File: src/rtl/bpu_update_queue.sv
// bpu_update_queue
//
// Small FIFO that buffers branch-predictor table updates (BHT counter
// updates and BTB writes) coming from integer writeback. The head entry is
// released to the predictor only in cycles where the frontend does not own
// the table ports (pred_busy low). Each popped entry drives the upd_* outputs
// for exactly one cycle, one cycle after the pop; all other cycles upd_* is 0.
// Requests arriving while the queue is full and nothing pops are discarded
// and counted.
//
// Ports
//   clock, reset                   sole clock, synchronous active-high reset
//   intwb_bjusb_bht_*              BHT update request fields
//   intwb_bjusb_btb_*              BTB write request fields
//   pred_busy                      frontend owns predictor ports this cycle
//   upd_bht_* / upd_btb_*          registered, gated writes to the predictor
//   q_count, q_full, q_empty       occupancy status
//   drop_pulse, drop_cnt           discarded-request pulse and saturating count

`ifndef BHTBTB_INDEX_WIDTH
`define BHTBTB_INDEX_WIDTH 10
`endif

module bpu_update_queue #(
    parameter int DEPTH = 4,
    parameter int IDX_W = `BHTBTB_INDEX_WIDTH
) (
    input  logic                     clock,
    input  logic                     reset,
    input  logic                     intwb_bjusb_bht_write_enable,
    input  logic                     intwb_bjusb_bht_write_inc,
    input  logic                     intwb_bjusb_bht_write_dec,
    input  logic                     intwb_bjusb_bht_valid_in,
    input  logic [IDX_W-1:0]         intwb_bjusb_bht_write_index,
    input  logic [1:0]               intwb_bjusb_bht_write_counter_select,
    input  logic                     intwb_bjusb_btb_ce,
    input  logic                     intwb_bjusb_btb_we,
    input  logic [128:0]             intwb_bjusb_btb_wmask,
    input  logic [8:0]               intwb_bjusb_btb_write_index,
    input  logic [128:0]             intwb_bjusb_btb_din,
    input  logic                     pred_busy,
    output logic                     upd_bht_write_enable,
    output logic                     upd_bht_write_inc,
    output logic                     upd_bht_write_dec,
    output logic                     upd_bht_valid_in,
    output logic [IDX_W-1:0]         upd_bht_write_index,
    output logic [1:0]               upd_bht_write_counter_select,
    output logic                     upd_btb_ce,
    output logic                     upd_btb_we,
    output logic [128:0]             upd_btb_wmask,
    output logic [8:0]               upd_btb_write_index,
    output logic [128:0]             upd_btb_din,
    output logic [$clog2(DEPTH):0]   q_count,
    output logic                     q_full,
    output logic                     q_empty,
    output logic                     drop_pulse,
    output logic [15:0]              drop_cnt
);

    localparam int PTR_W = $clog2(DEPTH);
    localparam int CNT_W = PTR_W + 1;

    typedef struct packed {
        logic             bht_en;
        logic             bht_inc;
        logic             bht_dec;
        logic             bht_valid;
        logic [IDX_W-1:0] bht_index;
        logic [1:0]       bht_sel;
        logic             btb_en;
        logic [128:0]     btb_wmask;
        logic [8:0]       btb_index;
        logic [128:0]     btb_din;
    } entry_t;

    entry_t           mem [DEPTH];
    entry_t           wr_entry;
    entry_t           rd_entry;
    logic [PTR_W-1:0] head;
    logic [PTR_W-1:0] tail;
    logic             req;
    logic             do_pop;
    logic             do_enq;
    logic             do_drop;

    assign q_full  = (q_count == CNT_W'(DEPTH));
    assign q_empty = (q_count == '0);

    always_comb begin
        req     = intwb_bjusb_bht_write_enable | (intwb_bjusb_btb_ce & intwb_bjusb_btb_we);
        do_pop  = !q_empty && !pred_busy;
        // A pop frees a slot in the same cycle, so a full queue still accepts.
        do_enq  = req && (!q_full || do_pop);
        do_drop = req && q_full && !do_pop;

        wr_entry           = '0;
        wr_entry.bht_en    = intwb_bjusb_bht_write_enable;
        wr_entry.bht_inc   = intwb_bjusb_bht_write_inc;
        wr_entry.bht_dec   = intwb_bjusb_bht_write_dec;
        wr_entry.bht_valid = intwb_bjusb_bht_valid_in;
        wr_entry.bht_index = intwb_bjusb_bht_write_index;
        wr_entry.bht_sel   = intwb_bjusb_bht_write_counter_select;
        wr_entry.btb_en    = intwb_bjusb_btb_ce & intwb_bjusb_btb_we;
        wr_entry.btb_wmask = intwb_bjusb_btb_wmask;
        wr_entry.btb_index = intwb_bjusb_btb_write_index;
        wr_entry.btb_din   = intwb_bjusb_btb_din;

        rd_entry = mem[head];
    end

    // Storage carries no reset: occupancy alone decides which slots are live.
    always_ff @(posedge clock) begin
        if (do_enq) begin
            mem[tail] <= wr_entry;
        end
    end

    always_ff @(posedge clock) begin
        if (reset) begin
            head                         <= '0;
            tail                         <= '0;
            q_count                      <= '0;
            upd_bht_write_enable         <= 1'b0;
            upd_bht_write_inc            <= 1'b0;
            upd_bht_write_dec            <= 1'b0;
            upd_bht_valid_in             <= 1'b0;
            upd_bht_write_index          <= '0;
            upd_bht_write_counter_select <= '0;
            upd_btb_ce                   <= 1'b0;
            upd_btb_we                   <= 1'b0;
            upd_btb_wmask                <= '0;
            upd_btb_write_index          <= '0;
            upd_btb_din                  <= '0;
            drop_pulse                   <= 1'b0;
            drop_cnt                     <= '0;
        end else begin
            if (do_enq) begin
                tail <= tail + PTR_W'(1);
            end
            if (do_pop) begin
                head <= head + PTR_W'(1);
            end

            case ({do_enq, do_pop})
                2'b10:   q_count <= q_count + CNT_W'(1);
                2'b01:   q_count <= q_count - CNT_W'(1);
                default: q_count <= q_count;
            endcase

            // Outputs are zero except in the cycle right after a pop, and each
            // half of the entry is masked by its own enable.
            if (do_pop) begin
                upd_bht_write_enable         <= rd_entry.bht_en;
                upd_bht_write_inc            <= rd_entry.bht_en & rd_entry.bht_inc;
                upd_bht_write_dec            <= rd_entry.bht_en & rd_entry.bht_dec;
                upd_bht_valid_in             <= rd_entry.bht_en & rd_entry.bht_valid;
                upd_bht_write_index          <= rd_entry.bht_en ? rd_entry.bht_index : '0;
                upd_bht_write_counter_select <= rd_entry.bht_en ? rd_entry.bht_sel : '0;
                upd_btb_ce                   <= rd_entry.btb_en;
                upd_btb_we                   <= rd_entry.btb_en;
                upd_btb_wmask                <= rd_entry.btb_en ? rd_entry.btb_wmask : '0;
                upd_btb_write_index          <= rd_entry.btb_en ? rd_entry.btb_index : '0;
                upd_btb_din                  <= rd_entry.btb_en ? rd_entry.btb_din : '0;
            end else begin
                upd_bht_write_enable         <= 1'b0;
                upd_bht_write_inc            <= 1'b0;
                upd_bht_write_dec            <= 1'b0;
                upd_bht_valid_in             <= 1'b0;
                upd_bht_write_index          <= '0;
                upd_bht_write_counter_select <= '0;
                upd_btb_ce                   <= 1'b0;
                upd_btb_we                   <= 1'b0;
                upd_btb_wmask                <= '0;
                upd_btb_write_index          <= '0;
                upd_btb_din                  <= '0;
            end

            drop_pulse <= do_drop;
            if (do_drop && (drop_cnt != 16'hFFFF)) begin
                drop_cnt <= drop_cnt + 16'd1;
            end
        end
    end

endmodule

File: config.mk
export PLATFORM = sky130hd
export DESIGN_NAME = bpu_update_queue
export DESIGN_NICKNAME = d
export VERILOG_FILES = /design/src/rtl/bpu_update_queue.sv
export SDC_FILE = /design/constraint.sdc
export NUM_CORES = 1
export LEC_CHECK = 0
export CAP_MARGIN = 20
export CORE_MARGIN = 5
export CORE_UTILIZATION = 40
export DETAILED_ROUTE_END_ITERATION = 10
export PLACE_DENSITY_LB_ADDON = 0.3
export SLEW_MARGIN = 10
export SYNTH_ARGS = -nofsm -noshare
export SYNTH_HDL_FRONTEND = slang
export SYNTH_SLANG_ARGS = --single-unit
File: constraint.sdc
create_clock -name clock -period 10.6 [get_ports clock]
set_clock_uncertainty 0.2 [all_clocks]
set_input_delay 2.12 -clock clock [delete_from_list [all_inputs] [get_ports clock]]
set_output_delay 2.12 -clock clock [all_outputs]
set_load 0.01 [all_outputs]
# Yosys cells after proc, flatten, opt, wreduce, memory -nomap -nowiden
# Memories as Yosys holds them, arrays and structs flattened. A register that Yosys moved wholly into a read port is not among the register bits.
# Index checks and enable logic that the tools add are counted.
# W data, S select, Z words.
# word_totals
output_inout_bits	307
ramBits	1136
register_bits	308
word_cells	53
n_memories	1
# op_classes
n_mux	5
eq_ne	4
bitwise_logic	8
n_reduce_logical	15
n_addsub	5
# memory_table
name	depth	word_bits	read_ports	rd_clocked_by_memory_dff	wr	line_no	source
mem	4	284	1	1	1	76	entry_t mem [DEPTH];
# op_table
cell	n
$add A16 B1 Y16 const B	1
$ne A16 B16 Y1 const B	1
$pmux W3 S2	1
$reduce_or A3 Y1	2
$logic_and A1 B1 Y1	5
$add A2 B1 Y2 const B	2
$and A1 B1 Y1	4
$logic_not A1 Y1	4
$mux W2	2
$add A3 B1 Y3 const B	1
$eq A3 B3 Y1 const B	1
$logic_not A3 Y1	1
$not A1 Y1	3
$sub A3 B1 Y3 const B	1
$eq A2 B1 Y1 const B	1
$eq A2 B2 Y1 const B	1
$mux W1	2
$reduce_bool A2 Y1	1
$reduce_or A2 Y1	1
$logic_or A1 B1 Y1	1
$or A1 B1 Y1	1

# Longest topological paths before layout
# Gate-level depths: netlist of run 1.
# logic_depth
depth_word	7
mapped_depth	9
mapped_depth_nobuf	9

# Least setup slack after synthesis of run 1
# No wires, ideal clock.
# synth_timing
kind	input to register
from	input intwb_bjusb_btb_ce
to	memory mem[1][0] (netlist bit), enable pin
slack_ns	0.615
n_path_buf	0
cell_stages	3
required_time_ns	9.718
arrival_time_ns	9.103
cell_sequence	a21oi_1 -> a31oi_1 -> and2_1
# synth_via
elab_chain_len	5
# synth_rtl
element	line_no	source
from (decl)	36	input logic intwb_bjusb_btb_ce,
$and A1 B1 Y1	90	req = intwb_bjusb_bht_write_enable | (intwb_bjusb_btb_ce & intwb_bjusb_btb_we);
$or A1 B1 Y1	90	
$logic_and A1 B1 Y1	93	do_enq = req && (!q_full || do_pop);
$mux W1	113	if (do_enq) begin
$mux W1 (not written as such)	114	mem[tail] <= wr_entry;
to (decl)	76	
# Every way passes these cells.

# Worst setup path after layout of run 1
# layout_timing
from	input intwb_bjusb_bht_write_enable
to	memory mem[1][50] (netlist bit), enable pin
# layout_via
elab_chain_len	4
# layout_rtl
element	line_no	source
from (decl)	30	input logic intwb_bjusb_bht_write_enable,
$or A1 B1 Y1	90	
$logic_and A1 B1 Y1	93	
$mux W1	113	
$mux W1 (not written as such)	114	
# Every way passes these cells.

==> qor.yml, run 1 <==
ys.flop_type: "edfxtp_1"
root_buffer: "clkbuf_16"
cp.arrival_ps: 5280
powerDensity_nw_per_um2: 227
crit_required_ps: 10760
synth_cells: 2264
final_hold_viol_count: 0
slew_headroom_pct: 13.6
coreArea_um2: 124000
hp-class: "reg -> reg"
start_util_pct: 40.3
leakage_nw: 21.1
ys_ff_latch: 1446
final_cells: 4685
place_congestion: 0.746
drtIter0Drc: 1763
ff2ff_path_depth: 4
synth_simple_gate_area_share_pct: 4.27
drv_cap: 0
synth_top_family_by_area: "multiplexers"
synthMuxAreaShare_pct: 12.9
ys_warn_count: 0
crit_path_start_kind: "primary input"
grt_max_degree: 197
grt_antenna_before_repair: 33
fp.dieArea_um2: 132000
die-height_um: 363
period_share_pct: 48.4
drc: 0
synth_compound_area_share_pct: 0.326
critPathMaxFanout: 133
cts_buffers: 148
vias: 23887
peakVddDrop_mv: 0.184
end_kind: "register"
num-fill-cells: 9693
ctsResizeCount: 0
numPortBuffers: 594
rsz0062_at_grt: "false"
wl_per_cell_um: 23.7
final.setup.tns_ps: 0
dieWidth_um: 363
final_nets: 3194
criticalPathCategory: "in -> reg"
placementRows: 129
synth_xor_area_share_pct: 0.334
hp-start: "drop_cnt[15]"
gr-total-overflow: 0
synth_fa_ha_area_share_pct: 0.166
htree_levels: 4
layout-drive-gt1-share_pct: 18.0
whs_path_depth: 2
clk_latency_ps: 770
cts.sinks: 1446
vias_per_cell: 5.10
avgSynthCellArea_um2: 22.0
grtUsageTotal_pct: 16.6
outcome: "finished clean"
ctsHoldBuffers: 0
crit_path_start: "intwb_bjusb_bht_write_enable"
fmax_ghz: 0.195
grt_pass1_vias: 25343
drv_slew: 0
async_flop_share_pct: 0
numPlacedInstances: 4385
tightest_slew_ps: 1300
period_minus_slack_ps: 5130
grt_first_pass_wirelength_um: 164000
clockBufferDepth: 3
setup_slack_ps: 5470
syn_nets: 2558
synth.yosys.seq_area_share_pct: 80.8
dpl_worst_slack_ps: 4730
syn2layout_area_growth_pct: 25.5
pin_count: 595
cts_setup_buffers: 0
hpwlAfterDp_um: 64600
drt_first_pass_iters: 5
clk_pin_slew_ps: 60
synth_cell_types: 37
ant_nets: 0
wl_um: 111000
synth-edff-count: 1136
cts_tree: "done"
finalSetupViolCount: 0
synth_area_um2: 49900
-- worst paths after layout --
kind	to	slack, ps
min reg2reg	drop_cnt[15]	320
max reg2reg	upd_btb_din[64]	6750
max	mem[1][50]	5470
min	drop_cnt[15]	320
-- placed cells by master, fill, tap and decap left out, types with 2 or more instances in the layout --
cell type	count
a2111oi_0	3
a2111oi_2	2
a211oi_1	4
a21oi_1	4
a31oi_1	2
and2_1	2
and2_4	4
and3_1	282
buf_12	10
buf_16	2
buf_4	12
bufinv_16	7
clkbuf_1	44
clkbuf_16	150
clkbuf_8	20
clkdlybuf4s50_1	594
clkinv_1	12
clkinv_2	20
clkinv_8	4
clkinvlp_4	6
dfxtp_1	308
dfxtp_4	2
diode_2	24
edfxtp_1	1136
ha_1	5
inv_1	10
inv_16	5
inv_6	5
mux4_2	283
nand2_1	8
nand3_1	6
nand4_1	3
nor2_1	28
nor4_1	2
nor4b_2	3
xnor2_1	17
xor2_1	2
-- cell type report --
| class | count | area (um^2) | share of cell area (%) |
|---|---|---|---|
| flip-flops and latches | 1446 | 40300 | 64.4 |
| multi-input cells | 676 | 8970 | 14.3 |
| repair buffers | 618 | 6290 | 10.1 |
| clock buffers | 214 | 4190 | 6.70 |
| well taps | 1637 | 2050 | 3.27 |
| clock inverters | 60 | 639 | 1.02 |
| diodes | 24 | 60.1 | 0.0960 |
| inverters | 10 | 37.5 | 0.0600 |
-- stage by stage --
stage | hold slack, ps | power [mW] | instance area [um^2] | utilization [%]
floorplan | 285 | 8.55 | 49900 | -
global route | 349 | 14.8 | 62600 | 50.5
CTS | 317 | 14.4 | 62500 | 50.5
detailed placement | 303 | 9.31 | 57600 | 46.6
finish | 323 | 14.2 | 62600 | 50.5
global placement | 287 | 9.25 | 57600 | 46.5
-- metal layers --
layer | up-vias | part of all wire [%] | GRT usage (%)
li1 | 10524 | - | -
met1 | 12418 | 39 | 20.7
met2 | 727 | 51 | 27.4
met3 | 198 | 7.0 | 4.83
met4 | 20 | 3.0 | 7.30
met5 | - | 0.14 | 0
-- critical path, stage by stage --
cell and delay [ps]:
clkdlybuf4s50_1 570, a21oi_1 110, a31oi_1 580, and2_4 870, buf_12 460
-- synthesized netlist by cell type (5+ instances only) --
master    count  share of area [%]
xnor2_1      17               0.30
and3_1      282                3.5
buf_2        37               0.37
clkbuf_1     91               0.68
nor2_1       28               0.21
and2_1        6              0.075
ha_1          5               0.13
edfxtp_1   1136                 68
nand2_1       8              0.060
inv_1        10              0.075
nand3_1       6              0.060
mux4_2      284                 13
dfxtp_1     310                 12
-- kinds of logic after synthesis --
group / after synthesis
flops: 1446
simple gates: 347
compound gates: 18
xor+xnor: 19
fa+ha+maj: 6
mux: 286
buf+inv: 142
-- report_power, final --
part / internal (mW) / switching (mW) / leakage, nW
Sequential: 6.73 / 0.186 / 13.0
Combinational: 1.09 / 1.12 / 5.75
Clock: 2.95 / 2.13 / 2.35
-- state kept, by name, indices dropped and copies added, names as in the netlist, named ones only --
| name | cells |
|---|---|
| upd_bht_write_enable | 1 |
| upd_bht_write_dec | 1 |
| upd_btb_write_index | 9 |
| tail | 2 |
| head | 2 |
| drop_pulse | 1 |
| upd_bht_write_counter_select | 2 |
| upd_bht_write_index | 10 |
| drop_cnt | 16 |
| upd_btb_wmask | 129 |
| q_count | 3 |
| mem | 1136 |
| upd_btb_we | 1 |
| upd_bht_write_inc | 1 |
| upd_bht_valid_in | 1 |
| upd_btb_din | 129 |
No activity file was read; power rests on OpenSTA's default activity.
==> inputs of run 2 (changes only) <==
- clock period: 10.6 -> 4.5 ns (I/O delays scaled with it)
==> qor.yml, run 2 (same netlist as run 1, synthesis figures left out) <==
final_cell_mix: "edfxtp_1, clkdlybuf4s50_1, dfxtp_1"
wl_um: 116000
whs_path_depth: 2
ff2ff_path_depth: 4
endpoint: "q_empty"
cts_tree: "done"
cts_buffers: 148
drc: 0
coreArea_um2: 124000
dieWidth_um: 363
end_kind: "output pin"
leakage_nw: 21.5
syn2layout_area_growth_pct: 27.2
fmax_ghz: 0.306
drt_first_pass_iters: 5
numPlacedInstances: 4453
cts_setup_buffers: 0
critPathMaxFanout: 6
ctsHoldBuffers: 0
vias_per_cell: 5.09
grt_pass1_vias: 26101
hp-start: "drop_cnt[15]"
r2r_slack_ps: 1510
pin_count: 595
grt_max_degree: 153
layout_commonest_cell: "edfxtp_1"
htree_levels: 4
drv_slew: 0
num-fill-cells: 9603
setup_slack_ps: 1230
wl_per_cell_um: 24.4
period_minus_slack_ps: 3270
tightest_slew_ps: 1240
outcome: "finished clean"
die-height_um: 363
reg2reg_to: "upd_btb_wmask[30]"
cts.sinks: 1446
peakVddDrop_mv: 0.352
powerDensity_nw_per_um2: 534
layout-drive-gt1-share_pct: 19.9
crit_required_ps: 3400
biggestRegsByFlops: "mem x1136, upd_btb_din x129, upd_btb_wmask x129"
vias: 24215
cp.arrival_ps: 2170
fp.dieArea_um2: 132000
criticalPathCategory: "reg -> out"
hp-class: "reg -> reg"
place_congestion: 0.773
crit_path_start_kind: "register"
grtUsageTotal_pct: 17.4
final_nets: 3261
final_cells: 4753
numPortBuffers: 594
final_hold_viol_count: 0
clk_latency_ps: 770
start_util_pct: 40.3
crit_path_start: "q_count[2]"
dpl_worst_slack_ps: 597
clockBufferDepth: 3
grt_first_pass_wirelength_um: 170000
rsz0062_at_grt: "false"
gr-total-overflow: 0
largest_register_ffs: 1136
slew_headroom_pct: 17.5
ctsResizeCount: 0
largest_register: "mem"
placementRows: 129
hpwlAfterDp_um: 75000
root_buffer: "clkbuf_16"
drtIter0Drc: 1924
period_share_pct: 72.6
finalSetupViolCount: 0
whs_ps: 309
clk_pin_slew_ps: 60
drv_cap: 0
grt_antenna_before_repair: 32
ant_nets: 0
run 2: cell types whose count changed in the layout (fill, tap and decap cells not counted), sizes merged:
| cell | before | now |
|---|---|---|
| inv | 20 | 17 |
| buf | 24 | 91 |
| bufinv | 7 | 8 |
| clkbuf | 214 | 211 |
| clkinvlp | 6 | 7 |
| clkinv | 37 | 43 |
| diode | 24 | 23 |
run 2: worst min path at each step:
stage                         to  slack, ps
CTS                 drop_cnt[15]        310
floorplan               register        280
global placement    drop_cnt[15]        290
detailed placement  drop_cnt[15]        300
finish              drop_cnt[15]        310
global route        drop_cnt[15]        360
run 2: stage by stage:
| stage | cell area, um^2 | utilization (%) | total power, mW | TNS [ps] |
|---|---|---|---|---|
| 6_report | 63400 | 51.2 | 33.9 | 0 |
| 3_5_place_dp | 58500 | 47.2 | 22.2 | 0 |
| 5_1_grt | 63400 | 51.2 | 35.3 | 0 |
| 4_1_cts | 63400 | 51.2 | 34.4 | 0 |
| 2_1_floorplan | 49900 | - | 19.9 | -1263290 |
| 3_3_place_gp | 58500 | 47.2 | 22.1 | 0 |
run 2: layout make-up:
type	count	area, um^2	share of cell area, %
sequential	1446	40300	63.6
multi-input combinational	676	8970	14.2
timing repair buffer	685	7080	11.2
clock buffer	211	4170	6.58
tap	1637	2050	3.23
clock inverter	65	726	1.14
antenna	23	57.6	0.0907
inverter	10	37.5	0.0592
run 2: critical path: stages, from the launching register on:
cell	delay, ps
dfxtp_1	390
nor3_1	390
clkdlybuf4s50_1	620
run 2: per-layer routing:
metal / GRT usage (%) / vias to the layer above / part of all wire (%)
met5: 0 / - / 0.072
met4: 6.21 / 14 / 3.1
met3: 5.13 / 186 / 7.3
met2: 29.9 / 822 / 52
met1: 21.1 / 12555 / 38
li1: - / 10638 / -
run 2: where the power goes:
part / switching (mW) / total (mW) / internal (mW) / leakage (nW)
Sequential: 0.365 / 16.2 / 15.8 / 13.0
Combinational: 2.84 / 5.60 / 2.75 / 6.18
Clock: 5.09 / 12.1 / 7.01 / 2.38
